<file path="config.mk">
export PLATFORM = sky130hd
export DESIGN_NAME = mem_port_arbiter_flat
export DESIGN_NICKNAME = d
export VERILOG_FILES = /design/src/rtl/mem_port_arbiter_if.sv /design/src/rtl/mem_port_arbiter.sv /design/src/flat_wrapper.sv
export SDC_FILE = /design/constraint.sdc
export NUM_CORES = 1
export LEC_CHECK = 0
export BUFFER_PORTS_ARGS = -buffer_cell sky130_fd_sc_hd__buf_2
export CAP_MARGIN = 20
export CORE_AREA = 2 2 137 139
export DETAILED_ROUTE_END_ITERATION = 8
export DIE_AREA = 0 0 139 141
export GPL_ROUTABILITY_DRIVEN = 0
export PLACE_DENSITY = 0.66
export SYNTH_ARGS = -nofsm -noshare
export SYNTH_HDL_FRONTEND = slang
export SYNTH_SLANG_ARGS = --single-unit
</file>
<file path="constraint.sdc">
create_clock -name clk_i -period 4.55 [get_ports clk_i]
set_input_delay 0 -clock clk_i [delete_from_list [all_inputs] [get_ports clk_i]]
set_output_delay 0 -clock clk_i [all_outputs]
set_load 0.01 [all_outputs]
</file>
<file path="src/rtl/mem_port_arbiter_if.sv">
// Bus bundle for mem_port_arbiter: IF requester, data requester and the shared memory port.
// master = arbiter side, slave = requesters plus memory (the environment).
interface mem_port_arbiter_if #(
    parameter int AW = 32,
    parameter int DW = 32
);
    logic          if_req_i;
    logic [AW-1:0] if_addr_i;
    logic          if_ack_o;
    logic [DW-1:0] if_rdata_o;

    logic          dm_req_i;
    logic          dm_we_i;
    logic [AW-1:0] dm_addr_i;
    logic [DW-1:0] dm_wdata_i;
    logic          dm_ack_o;
    logic [DW-1:0] dm_rdata_o;

    logic          err_o;

    logic          mem_en_o;
    logic          mem_we_o;
    logic [AW-1:0] mem_addr_o;
    logic [DW-1:0] mem_wdata_o;
    logic [DW-1:0] mem_rdata_i;
    logic          mem_ready_i;

    modport master (
        input  if_req_i, if_addr_i,
        input  dm_req_i, dm_we_i, dm_addr_i, dm_wdata_i,
        input  mem_rdata_i, mem_ready_i,
        output if_ack_o, if_rdata_o, dm_ack_o, dm_rdata_o, err_o,
        output mem_en_o, mem_we_o, mem_addr_o, mem_wdata_o
    );

    modport slave (
        output if_req_i, if_addr_i,
        output dm_req_i, dm_we_i, dm_addr_i, dm_wdata_i,
        output mem_rdata_i, mem_ready_i,
        input  if_ack_o, if_rdata_o, dm_ack_o, dm_rdata_o, err_o,
        input  mem_en_o, mem_we_o, mem_addr_o, mem_wdata_o
    );
endinterface

</file>
<file path="src/rtl/mem_port_arbiter.sv">
// Shares one single-port memory between the IF and data requesters (IDLE -> ACCESS -> RESP).
// Optional macro ARB_TIMEOUT_EN: abort an ACCESS after TIMEOUT_CYC cycles without ready, flagged on err_o.
module mem_port_arbiter #(
    parameter int AW           = 32,
    parameter int DW           = 32,
    parameter int STARVE_LIMIT = 4,
    parameter int TIMEOUT_CYC  = 64
) (
    input  logic               clk_i,
    input  logic               rst_i,
    mem_port_arbiter_if.master bus
);
    if (STARVE_LIMIT < 1 || STARVE_LIMIT > 15) begin : g_bad_starve
        $error("mem_port_arbiter: STARVE_LIMIT must be 1..15");
    end
    if (TIMEOUT_CYC < 2 || TIMEOUT_CYC > 255) begin : g_bad_timeout
        $error("mem_port_arbiter: TIMEOUT_CYC must be 2..255");
    end

    localparam logic [3:0] LP_LIMIT = 4'(STARVE_LIMIT);

    typedef enum logic [1:0] {
        ST_IDLE   = 2'd0,
        ST_ACCESS = 2'd1,
        ST_RESP   = 2'd2
    } state_t;

    state_t        r_state,    w_state_next;
    logic          r_owner,    w_owner_next;     // 1 = data requester owns the port
    logic          r_we,       w_we_next;
    logic [AW-1:0] r_addr,     w_addr_next;
    logic [DW-1:0] r_wdata,    w_wdata_next;
    logic [3:0]    r_streak,   w_streak_next;
    logic [DW-1:0] r_if_rdata, w_if_rdata_next;
    logic [DW-1:0] r_dm_rdata, w_dm_rdata_next;
    logic          w_grant_dm;
    logic          w_access;
    logic          w_resp;

`ifdef ARB_TIMEOUT_EN
    localparam logic [7:0] LP_TO_LAST = 8'(TIMEOUT_CYC - 1);
    logic [7:0] r_wait, w_wait_next;
    logic       r_err,  w_err_next;
`endif

    always_ff @(posedge clk_i) begin
        if (rst_i) begin
            r_state    <= ST_IDLE;
            r_owner    <= 1'b0;
            r_we       <= 1'b0;
            r_addr     <= '0;
            r_wdata    <= '0;
            r_streak   <= '0;
            r_if_rdata <= '0;
            r_dm_rdata <= '0;
`ifdef ARB_TIMEOUT_EN
            r_wait     <= '0;
            r_err      <= 1'b0;
`endif
        end else begin
            r_state    <= w_state_next;
            r_owner    <= w_owner_next;
            r_we       <= w_we_next;
            r_addr     <= w_addr_next;
            r_wdata    <= w_wdata_next;
            r_streak   <= w_streak_next;
            r_if_rdata <= w_if_rdata_next;
            r_dm_rdata <= w_dm_rdata_next;
`ifdef ARB_TIMEOUT_EN
            r_wait     <= w_wait_next;
            r_err      <= w_err_next;
`endif
        end
    end

    // Data wins contention unless IF has already been passed over STARVE_LIMIT times in a row.
    assign w_grant_dm = bus.dm_req_i && (!bus.if_req_i || (r_streak != LP_LIMIT));

    always_comb begin
        w_state_next    = r_state;
        w_owner_next    = r_owner;
        w_we_next       = r_we;
        w_addr_next     = r_addr;
        w_wdata_next    = r_wdata;
        w_streak_next   = r_streak;
        w_if_rdata_next = r_if_rdata;
        w_dm_rdata_next = r_dm_rdata;
`ifdef ARB_TIMEOUT_EN
        w_wait_next     = r_wait;
        w_err_next      = 1'b0;
`endif
        case (r_state)
            ST_IDLE: begin
                if (bus.if_req_i || bus.dm_req_i) begin
                    w_state_next = ST_ACCESS;
                    w_owner_next = w_grant_dm;
`ifdef ARB_TIMEOUT_EN
                    w_wait_next  = '0;
`endif
                    if (w_grant_dm) begin
                        w_we_next    = bus.dm_we_i;
                        w_addr_next  = bus.dm_addr_i;
                        w_wdata_next = bus.dm_wdata_i;
                        if (bus.if_req_i) begin
                            w_streak_next = (r_streak == LP_LIMIT) ? r_streak : r_streak + 4'd1;
                        end else begin
                            w_streak_next = '0;
                        end
                    end else begin
                        w_we_next     = 1'b0;
                        w_addr_next   = bus.if_addr_i;
                        w_wdata_next  = '0;
                        w_streak_next = '0;
                    end
                end
            end
            ST_ACCESS: begin
`ifdef ARB_TIMEOUT_EN
                w_wait_next = r_wait + 8'd1;
`endif
                if (bus.mem_ready_i) begin
                    if (!r_we) begin
                        if (r_owner) w_dm_rdata_next = bus.mem_rdata_i;
                        else         w_if_rdata_next = bus.mem_rdata_i;
                    end
                    w_state_next = ST_RESP;
                end
`ifdef ARB_TIMEOUT_EN
                else if (r_wait == LP_TO_LAST) begin
                    if (r_owner) w_dm_rdata_next = '0;
                    else         w_if_rdata_next = '0;
                    w_err_next   = 1'b1;
                    w_state_next = ST_RESP;
                end
`endif
            end
            ST_RESP: begin
                w_state_next = ST_IDLE;
            end
            default: begin
                w_state_next = ST_IDLE;
            end
        endcase
    end

    // Memory port is driven only from the latched request, and only while in ACCESS.
    assign w_access        = (r_state == ST_ACCESS);
    assign w_resp          = (r_state == ST_RESP);
    assign bus.mem_en_o    = w_access;
    assign bus.mem_we_o    = w_access && r_we;
    assign bus.mem_addr_o  = w_access ? r_addr  : '0;
    assign bus.mem_wdata_o = w_access ? r_wdata : '0;

    assign bus.if_ack_o    = w_resp && !r_owner;
    assign bus.dm_ack_o    = w_resp && r_owner;
    assign bus.if_rdata_o  = r_if_rdata;
    assign bus.dm_rdata_o  = r_dm_rdata;

`ifdef ARB_TIMEOUT_EN
    assign bus.err_o       = w_resp && r_err;
`else
    assign bus.err_o       = 1'b0;
`endif
endmodule

</file>
<file path="src/flat_wrapper.sv">
// flat-port wrapper written by rule: the top's interface ports become plain ports
module mem_port_arbiter_flat 
#(
    parameter int AW           = 32,
    parameter int DW           = 32,
    parameter int STARVE_LIMIT = 4,
    parameter int TIMEOUT_CYC  = 64
)
  (clk_i, rst_i, bus_if_req_i, bus_if_addr_i, bus_dm_req_i, bus_dm_we_i, bus_dm_addr_i, bus_dm_wdata_i, bus_mem_rdata_i, bus_mem_ready_i, bus_if_ack_o, bus_if_rdata_o, bus_dm_ack_o, bus_dm_rdata_o, bus_err_o, bus_mem_en_o, bus_mem_we_o, bus_mem_addr_o, bus_mem_wdata_o);
  mem_port_arbiter_if #(.AW(AW), .DW(DW)) bus_i ();
  input  logic clk_i;
  input  logic rst_i;
  input wire logic [$bits(bus_i.if_req_i)-1:0] bus_if_req_i;
  input wire logic [$bits(bus_i.if_addr_i)-1:0] bus_if_addr_i;
  input wire logic [$bits(bus_i.dm_req_i)-1:0] bus_dm_req_i;
  input wire logic [$bits(bus_i.dm_we_i)-1:0] bus_dm_we_i;
  input wire logic [$bits(bus_i.dm_addr_i)-1:0] bus_dm_addr_i;
  input wire logic [$bits(bus_i.dm_wdata_i)-1:0] bus_dm_wdata_i;
  input wire logic [$bits(bus_i.mem_rdata_i)-1:0] bus_mem_rdata_i;
  input wire logic [$bits(bus_i.mem_ready_i)-1:0] bus_mem_ready_i;
  output wire logic [$bits(bus_i.if_ack_o)-1:0] bus_if_ack_o;
  output wire logic [$bits(bus_i.if_rdata_o)-1:0] bus_if_rdata_o;
  output wire logic [$bits(bus_i.dm_ack_o)-1:0] bus_dm_ack_o;
  output wire logic [$bits(bus_i.dm_rdata_o)-1:0] bus_dm_rdata_o;
  output wire logic [$bits(bus_i.err_o)-1:0] bus_err_o;
  output wire logic [$bits(bus_i.mem_en_o)-1:0] bus_mem_en_o;
  output wire logic [$bits(bus_i.mem_we_o)-1:0] bus_mem_we_o;
  output wire logic [$bits(bus_i.mem_addr_o)-1:0] bus_mem_addr_o;
  output wire logic [$bits(bus_i.mem_wdata_o)-1:0] bus_mem_wdata_o;
  assign bus_i.if_req_i = bus_if_req_i;
  assign bus_i.if_addr_i = bus_if_addr_i;
  assign bus_i.dm_req_i = bus_dm_req_i;
  assign bus_i.dm_we_i = bus_dm_we_i;
  assign bus_i.dm_addr_i = bus_dm_addr_i;
  assign bus_i.dm_wdata_i = bus_dm_wdata_i;
  assign bus_i.mem_rdata_i = bus_mem_rdata_i;
  assign bus_i.mem_ready_i = bus_mem_ready_i;
  assign bus_if_ack_o = bus_i.if_ack_o;
  assign bus_if_rdata_o = bus_i.if_rdata_o;
  assign bus_dm_ack_o = bus_i.dm_ack_o;
  assign bus_dm_rdata_o = bus_i.dm_rdata_o;
  assign bus_err_o = bus_i.err_o;
  assign bus_mem_en_o = bus_i.mem_en_o;
  assign bus_mem_we_o = bus_i.mem_we_o;
  assign bus_mem_addr_o = bus_i.mem_addr_o;
  assign bus_mem_wdata_o = bus_i.mem_wdata_o;
  mem_port_arbiter #(.AW(AW), .DW(DW), .STARVE_LIMIT(STARVE_LIMIT), .TIMEOUT_CYC(TIMEOUT_CYC)) u_core (.clk_i(clk_i), .rst_i(rst_i), .bus(bus_i));
endmodule
</file>
==> Word-level counts from Yosys, hierarchy flattened <==
Index checks and enable logic that the tools add are counted.
{ "totals": {"wordCells": 43, "input_bits": 134, "ff_bits": 136} }
{ "classes": {"mux": 11, "eq_ne": 7, "bitwise": 2, "addsub": 1, "n_reduce_logical": 14} }
{ "ops": {"columns": ["op", "count"], "rows": [
  ["32-bit 2-to-1 mux", 4],
  ["4-bit 2-to-1 mux", 3],
  ["4-bit AND reduction", 2],
  ["4-bit by 1-bit adder with 4-bit output, second input constant", 1],
  ["4-bit by 3-bit equality test with 1-bit output, second input constant", 1],
  ["1-bit logical AND", 4],
  ["2-bit 2-to-1 mux", 2],
  ["4-bit by 3-bit inequality test with 1-bit output, second input constant", 1],
  ["2-bit one-hot mux with 2 select lines", 1],
  ["2-bit AND reduction", 2],
  ["3-bit inequality test, second input constant", 1],
  ["3-bit AND reduction", 1],
  ["2-bit by 1-bit equality test with 1-bit output, second input constant", 1],
  ["2-bit equality test, second input constant", 1],
  ["1-bit zero test", 2],
  ["2-bit zero test", 1],
  ["1-bit logical OR", 2],
  ["2-bit by 1-bit inequality test with 1-bit output, second input constant", 1],
  ["2-bit inequality test, second input constant", 1],
  ["1-bit inverter", 2],
  ["1-bit 2-to-1 mux", 1]
]} }

==> Depth between registers and ports, before layout <==
Gate-level depths: netlist of the first run.
{ "depth": {"depth_word": 5, "mapped_depth": 6, "depth_no_buf": 5} }

==> Worst setup path after synthesis of the first run <==
No wires, ideal clock.
{ "synth_timing": {"path_kind": "reg2reg", "start": "register u_core.r_streak[0]", "end": "register u_core.r_addr[29]", "setup_ns": 0.091, "slack_ns": 3.053, "stages_incl_launch_ff": 7, "arrival_ns": 1.406, "cell_sequence": "dfxtp_1 inv_1 ha_1 nand4b_1 clkbuf_1 nand3_1 a311oi_1"} }
{ "synth_between": {"elab_chain_len": 4} }
{ "synth_lines": {"columns": ["item", "line_no", "text"], "rows": [
  ["start, declared", "mem_port_arbiter.sv:33", "logic [3:0] r_streak, w_streak_next;"],
  ["start signal, assigned", "mem_port_arbiter.sv:66", "r_streak <= w_streak_next;"],
  ["4-bit by 3-bit inequality test with 1-bit output", "mem_port_arbiter.sv:77", "assign w_grant_dm = bus.dm_req_i && (!bus.if_req_i || (r_streak != LP_LIMIT));"],
  ["1-bit logical OR", "mem_port_arbiter.sv:77", null],
  ["1-bit logical AND", "mem_port_arbiter.sv:77", null],
  ["32-bit 2-to-1 mux", "mem_port_arbiter.sv:100", "if (w_grant_dm) begin"],
  ["end signal, assigned", "mem_port_arbiter.sv:64", "r_addr <= w_addr_next;"],
  ["end, declared", "mem_port_arbiter.sv:31", "logic [AW-1:0] r_addr, w_addr_next;"]
]} }
Every way passes these cells.
A chain may end at the register's enable or synchronous reset.

==> Final worst setup path of the first run <==
{ "layout_timing": {"start": "register u_core.r_streak[0]", "end": "register u_core.r_addr[2]"} }
The elaborated chain is that of the path after synthesis.

==> results.ini, run 1 <==
[status]
outcome=completed

[synthesis]
synth_compound_area_frac=0.1584
synthXorXnorAreaFrac=0.002811
synth_ff_type=dfxtp_1
synth_fa_ha_area_frac=0.004015
synthSimpleGateAreaFrac=0.2413
syn_nets=841
synthMuxAreaShare=0.1028
yosys_register_bits=136
synth_area_mm2=0.006232
yosysWarningCount=0
yosys.cell_types.count=35
synth_edf_count=0
ys_seq_area_frac=0.4369
async_flop_share=0
synth_top_family_by_area=simple AND/OR/NAND/NOR gates
synth_cells=705
syn_area_per_cell_um2=8.840

[global_route]
antenna_found_initial=0
grt_use_total=0.1934
grt_pass1_wl_um=31140
grt_pass1_vias=6433
grt_max_degree=131
grt-ovfl-total=0

[worst_setup_path]
cpMaxStageDelayCell=and4b_1
reg2reg_depth=6
cp-end-kind=flop
r2r-end=u_core.r_addr[2]$_SDFFE_PP0P_
slowest_delay_ns=0.93
start_kind=flop
required_ns=4.91
critical-path-top-delay-family=simple AND/OR/NAND/NOR gates
path_class=flop to flop
rrSetupSlack_ns=1.81
crit_start=u_core.r_streak[0]$_SDFFE_PP0P_
cp-endpoint=u_core.r_addr[2]$_SDFFE_PP0P_
path_buf_inv=2
cp.depth=6
r2r_start=u_core.r_streak[0]$_SDFFE_PP0P_
cp.arrival_ns=3.10
worstPathCellList=inv_1 -> ha_1 -> and4b_1 -> o21ai_0 -> a311oi_1 -> dlygate4sd3_1
cp_max_fo=32

[power_and_ir_drop]
swShare=0.2464
seq_power_share=0.400
internal_power_mw=2.447
clkPwrFrac=0.438
p_switching_mw=0.7999
power_density_mw_per_mm2=338.7
p_total_mw=3.247
p_leak_nw=4.468
p_comb_frac=0.162
ir_drop_v=0.0002416

[final_layout]
multi_input_comb_area_mm2=0.003203
fin_cells=1305
nFillCells=1662
n_antenna_cell=0
ff_latch_area_mm2=0.002723
area_growth_pct=53.82
most-common-layout-cells=264 x buf_2, 136 x dfxtp_1, 131 x dlygate4sd3_1, 97 x nand2b_1, 69 x a21oi_1
drive_gt1_frac=0.2960
layout_commonest_cell=buf_2
final_nets=1196
design_area_mm2=0.009587
utilization=0.5248

[routing]
dr.pass1.iters=5
vias_per_cell=5.002
vias=6528
dr.first_iter.drc_count=319
routed_wl_um=19910
wl_per_cell_um=15.26
met1_length_um=8400
drc=0
postRouteAntennaNets=0
top_layer_used=met4
route.met2.wl_um=9709
wl_met3_um=1357

[clocking]
clock_path_buffers=2
cts-root-buf=clkbuf_16
clk_latency_ns=0.41
clock_sinks=136
h-tree-depth=4
cts_tree=done
cts_buffers=17
postCtsSetupBuffers=0
clkTransAtPathRegs_ns=0.06

[hold_path]
hold_class=primary input to flop
hold_start=rst_i

[timing]
max_slew_margin=0.2691
setup_ws_ns=1.806
clock-skew-final_ns=0.01102
setup_violations=0
max_freq_mhz=364.4
grt_setup_unrepaired=no
holdWs_ns=0.2258
report.final.slew_viol_count=0
post-route-min-period_ns=2.744
finalCritPeriodShare=0.6032
setup_tns_ns=0
final-hold-violation-count=0
worst_pin_slew_ns=1.095

[place]
port_buffers=265
post-place-ws_ns=2.339
place_area_mm2=0.007645
dpl.cell_count=1142
dp_hpwl_um=11720

[job]
maxCapViolCount=0

[die]
dieArea_mm2=0.01960
chipHeight_um=141
die_x_um=139
initial_core_util=0.3412
coreArea_mm2=0.01827
rows=50
io_pins=267

logic make-up (layout without fill, tap and decap cells):
group	after synthesis	in the layout
compound gates	172	172
xor+xnor	2	2
fa+ha+maj	2	2
buf+inv	77	443
flops	136	136
mux	64	64
other cells	1	1
simple gates	251	251
layout make-up:
type,instances,share of cell area
Inverter,4,0.001566
Clock buffer,22,0.05051
Multi-Input combinational cell,492,0.3341
Timing Repair Buffer,409,0.2867
Sequential cell,136,0.2840
Clock inverter,8,0.01253
Tap cell,234,0.03054
Yosys cell counts (2+ instances only):
master / n / area (um2)
mux2i_1: 64 / 640.6
xor2_1: 2 / 17.52
nand2b_1: 97 / 606.8
and2_1: 65 / 406.6
a21oi_1: 69 / 345.3
buf_6: 2 / 22.52
nand3_1: 67 / 335.3
a311oi_1: 32 / 280.3
buf_4: 3 / 22.52
buf_2: 13 / 65.06
dfxtp_1: 136 / 2723
nand4_1: 3 / 18.77
o21ai_0: 68 / 340.3
clkbuf_1: 55 / 206.5
nor3b_1: 2 / 15.01
nor2_1: 5 / 18.77
ha_1: 2 / 25.02
inv_1: 3 / 11.26
power by group through the flow:
stage	Sequential (mW)	Clock (mW)	Combinational, mW
5_1_grt	1.31	1.50	0.574
3_3_place_gp	1.32	0	0.406
2_1_floorplan	1.32	0	0.247
3_5_place_dp	1.32	0	0.408
6_report	1.30	1.42	0.528
4_1_cts	1.30	1.45	0.517
registers in the layout (all words and copies together) (netlist names):
name	cells
u_core.bus.dm_rdata_o	32
u_core.bus.if_rdata_o	32
u_core.r_addr	32
u_core.r_owner	1
u_core.r_state	2
u_core.r_streak	4
u_core.r_wdata	32
u_core.r_we	1
how the worst min path moves through the flow:
stage / end / depth (start not counted) / slack, ns
finish: u_core.r_state[0]$_SDFFE_PP0P_ / 2 / 0.23
global placement: u_core.r_wdata[16]$_SDFFE_PP0P_ / 3 / 0.26
CTS: u_core.r_state[0]$_SDFFE_PP0P_ / 2 / 0.23
detailed placement: u_core.r_wdata[3]$_SDFFE_PP0P_ / 3 / 0.26
floorplan: u_core.r_wdata[0]$_SDFFE_PP0P_ / 2 / 0.15
global route: u_core.r_state[0]$_SDFFE_PP0P_ / 2 / 0.28
worst register-to-register path, stage by stage (launching register included):
cell and delay, ns:
dfxtp_1 0.33, inv_1 0.08, ha_1 0.16, and4b_1 0.93
o21ai_0 0.26, a311oi_1 0.35, dlygate4sd3_1 0.59
per-layer routing:
layer	track usage	up-vias
met1	0.2392	3027
met5	0	-
met4	0.06858	0
met3	0.05333	36
li1	-	3163
met2	0.3249	302
timing repair:
item,in CTS,in global routing
hold endpoints to repair,135,0
hold buffers,131,0
gates resized for setup,0,0
(Power assumes the default switching activity.)
==> inputs of run 2 (changes only) <==
Settings changed: PLACE_DENSITY 0.66 to 0.68.
Clock period 4.55 ns to 2.41 ns, I/O delays scaled along.
==> results.ini, run 2 (synthesis gave the netlist of run 1 again) <==
[place]
post-place-ws_ns=0.7173  ; was 2.339 ns
port_buffers=265  ; unchanged
dp_hpwl_um=12000  ; was 11720 um

[final_layout]
drive_gt1_frac=0.2993  ; was 0.2960
n_antenna_cell=0  ; unchanged
most-common-layout-cells=264 x buf_2, 136 x dfxtp_1, 132 x dlygate4sd3_1, 97 x nand2b_1, 69 x a21oi_1  ; was 264 x buf_2, 136 x dfxtp_1, 131 x dlygate4sd3_1, 97 x nand2b_1, 69 x a21oi_1
layout_commonest_cell=buf_2  ; unchanged
nFillCells=1675  ; was 1662
area_growth_pct=54.49  ; was 53.82%
final_nets=1201  ; was 1196

[worst_setup_path]
cp.arrival_ns=2.58  ; was 3.10 ns
reg2reg_depth=7  ; was 6
cpMaxStageDelayCell=dlygate4sd3_1  ; was and4b_1
path_class=flop to flop  ; unchanged
crit_start=u_core.r_streak[0]$_SDFFE_PP0P_  ; unchanged
r2r-end=u_core.r_addr[10]$_SDFFE_PP0P_  ; was u_core.r_addr[2]$_SDFFE_PP0P_
slowest_delay_ns=0.59  ; was 0.93 ns
rrSetupSlack_ns=0.18  ; was 1.81 ns
cp-endpoint=u_core.r_addr[10]$_SDFFE_PP0P_  ; was u_core.r_addr[2]$_SDFFE_PP0P_
start_kind=flop  ; unchanged
path_buf_inv=3  ; was 2
critical-path-top-delay-family=buffers and inverters  ; was simple AND/OR/NAND/NOR gates
cp_max_fo=28  ; was 32
cp.depth=7  ; was 6
required_ns=2.76  ; was 4.91 ns
worstPathCellList=inv_1 -> ha_1 -> nand4b_1 -> buf_4 -> nand3_1 -> a311oi_1 -> dlygate4sd3_1  ; was inv_1 -> ha_1 -> and4b_1 -> o21ai_0 -> a311oi_1 -> dlygate4sd3_1
cp-end-kind=flop  ; unchanged
r2r_start=u_core.r_streak[0]$_SDFFE_PP0P_  ; unchanged

[clocking]
clk_latency_ns=0.41  ; about the same
cts-root-buf=clkbuf_16  ; unchanged
postCtsSetupBuffers=0  ; unchanged
cts_buffers=17  ; unchanged
h-tree-depth=4  ; unchanged
cts_tree=done  ; unchanged
clock_sinks=136  ; unchanged
clkTransAtPathRegs_ns=0.06  ; about the same
clock_path_buffers=2  ; unchanged

[routing]
wl_per_cell_um=15.66  ; was 15.26 um
drc=0  ; unchanged
vias_per_cell=4.944  ; was 5.002
vias=6477  ; was 6528
routed_wl_um=20520  ; was 19910 um
dr.pass1.iters=5  ; unchanged
postRouteAntennaNets=0  ; unchanged
dr.first_iter.drc_count=332  ; was 319

[timing]
grt_setup_unrepaired=no  ; unchanged
final-hold-violation-count=0  ; unchanged
setup_violations=0  ; unchanged
setup_tns_ns=0  ; unchanged
clock-skew-final_ns=0.008214  ; was 0.01102 ns
report.final.slew_viol_count=0  ; unchanged
worst_pin_slew_ns=0.7550  ; was 1.095 ns
holdWs_ns=0.2952  ; was 0.2258 ns
post-route-min-period_ns=2.229  ; was 2.744 ns
max_slew_margin=0.4967  ; was 0.2691
finalCritPeriodShare=0.9250  ; was 0.6032
max_freq_mhz=448.6  ; was 364.4 MHz
setup_ws_ns=0.1807  ; was 1.806 ns

[power_and_ir_drop]
p_leak_nw=4.481  ; was 4.468 nW
internal_power_mw=4.570  ; was 2.447 mW
swShare=0.2539  ; was 0.2464
seq_power_share=0.400  ; about the same
clkPwrFrac=0.437  ; was 0.438
p_switching_mw=1.555  ; was 0.7999 mW
p_total_mw=6.125  ; was 3.247 mW
ir_drop_v=0.0004829  ; was 0.0002416 V
p_comb_frac=0.163  ; was 0.162
power_density_mw_per_mm2=636.2  ; was 338.7 mW/mm2

[global_route]
antenna_found_initial=0  ; unchanged
grt-ovfl-total=0  ; unchanged
grt_pass1_vias=6432  ; was 6433
grt_use_total=0.2006  ; was 0.1934
grt_max_degree=91  ; was 131
grt_pass1_wl_um=32200  ; was 31140 um

[hold_path]
hold_class=primary input to flop  ; unchanged

[die]
initial_core_util=0.3412  ; unchanged
coreArea_mm2=0.01827  ; unchanged
io_pins=267  ; unchanged
dieArea_mm2=0.01960  ; unchanged
rows=50  ; unchanged
chipHeight_um=141  ; unchanged
die_x_um=139  ; unchanged

[job]
maxCapViolCount=0  ; unchanged

[status]
outcome=completed  ; unchanged

run 2: layout make-up:
class	count	area, um2	area share
clock buffers	19	452.9	0.04704
clock inverters	11	147.6	0.01533
inverters	4	15.01	0.001559
multi-input cells	492	3203	0.3327
flip-flops and latches	136	2723	0.2828
well taps	234	292.8	0.03041
repair buffers	414	2794	0.2902
run 2: stage by stage:
step / instances / utilization / area (um2)
2_1_floorplan: 705 / - / 6232
3_3_place_gp: 1148 / 0.4216 / 7702
3_5_place_dp: 1148 / 0.4216 / 7702
4_1_cts: 1310 / 0.5268 / 9624
5_1_grt: 1310 / 0.5271 / 9628
6_report: 1310 / 0.5271 / 9628
run 2: worst min-delay path by stage:
stage | to | slack [ns] | startpoint | cells after the start
global route | u_core.bus.if_rdata_o[31]$_SDFFE_PP0P_ | 0.34 | rst_i | 3
finish | u_core.bus.if_rdata_o[2]$_SDFFE_PP0P_ | 0.30 | rst_i | 3
CTS | u_core.bus.if_rdata_o[8]$_SDFFE_PP0P_ | 0.28 | rst_i | 3
global placement | u_core.r_wdata[26]$_SDFFE_PP0P_ | 0.26 | bus_dm_wdata_i[26] | 3
floorplan | u_core.r_wdata[0]$_SDFFE_PP0P_ | 0.15 | bus_dm_wdata_i[0] | 2
detailed placement | u_core.r_wdata[5]$_SDFFE_PP0P_ | 0.26 | bus_dm_wdata_i[5] | 3
run 2: power groups by stage:
stage / sequential, mW / clock [mW] / combinational [mW]
after floorplan: 2.49 / 0 / 0.466
after global placement: 2.49 / 0 / 0.776
after detailed placement: 2.50 / 0 / 0.780
after CTS: 2.45 / 2.74 / 0.988
after global routing: 2.46 / 2.85 / 1.09
final: 2.45 / 2.68 / 1.00
run 2: per-layer routing:
layer | wire [um] | GRT usage
met1 | 9043 | 0.2539
met2 | 10030 | 0.3443
met3 | 1148 | 0.04110
met4 | 295 | 0.06326
met5 | 0 | 0
run 2: timing repair:
action,4_1_cts,5_1_grt
hold buffers,132,0
setup endpoints to repair,0,8
resized for setup,0,1
hold endpoints to repair,135,0
run 2: worst reg2reg max path: cells and delay by family (launching register included):
kind                     cells  cell delay [ns]
buffers and inverters        3             1.00
AO/OA/AOI/OAI                1             0.34
AND/OR/NAND/NOR              2             0.26
adder cells (fa/ha/maj)      1             0.21
flip-flops                   1             0.36
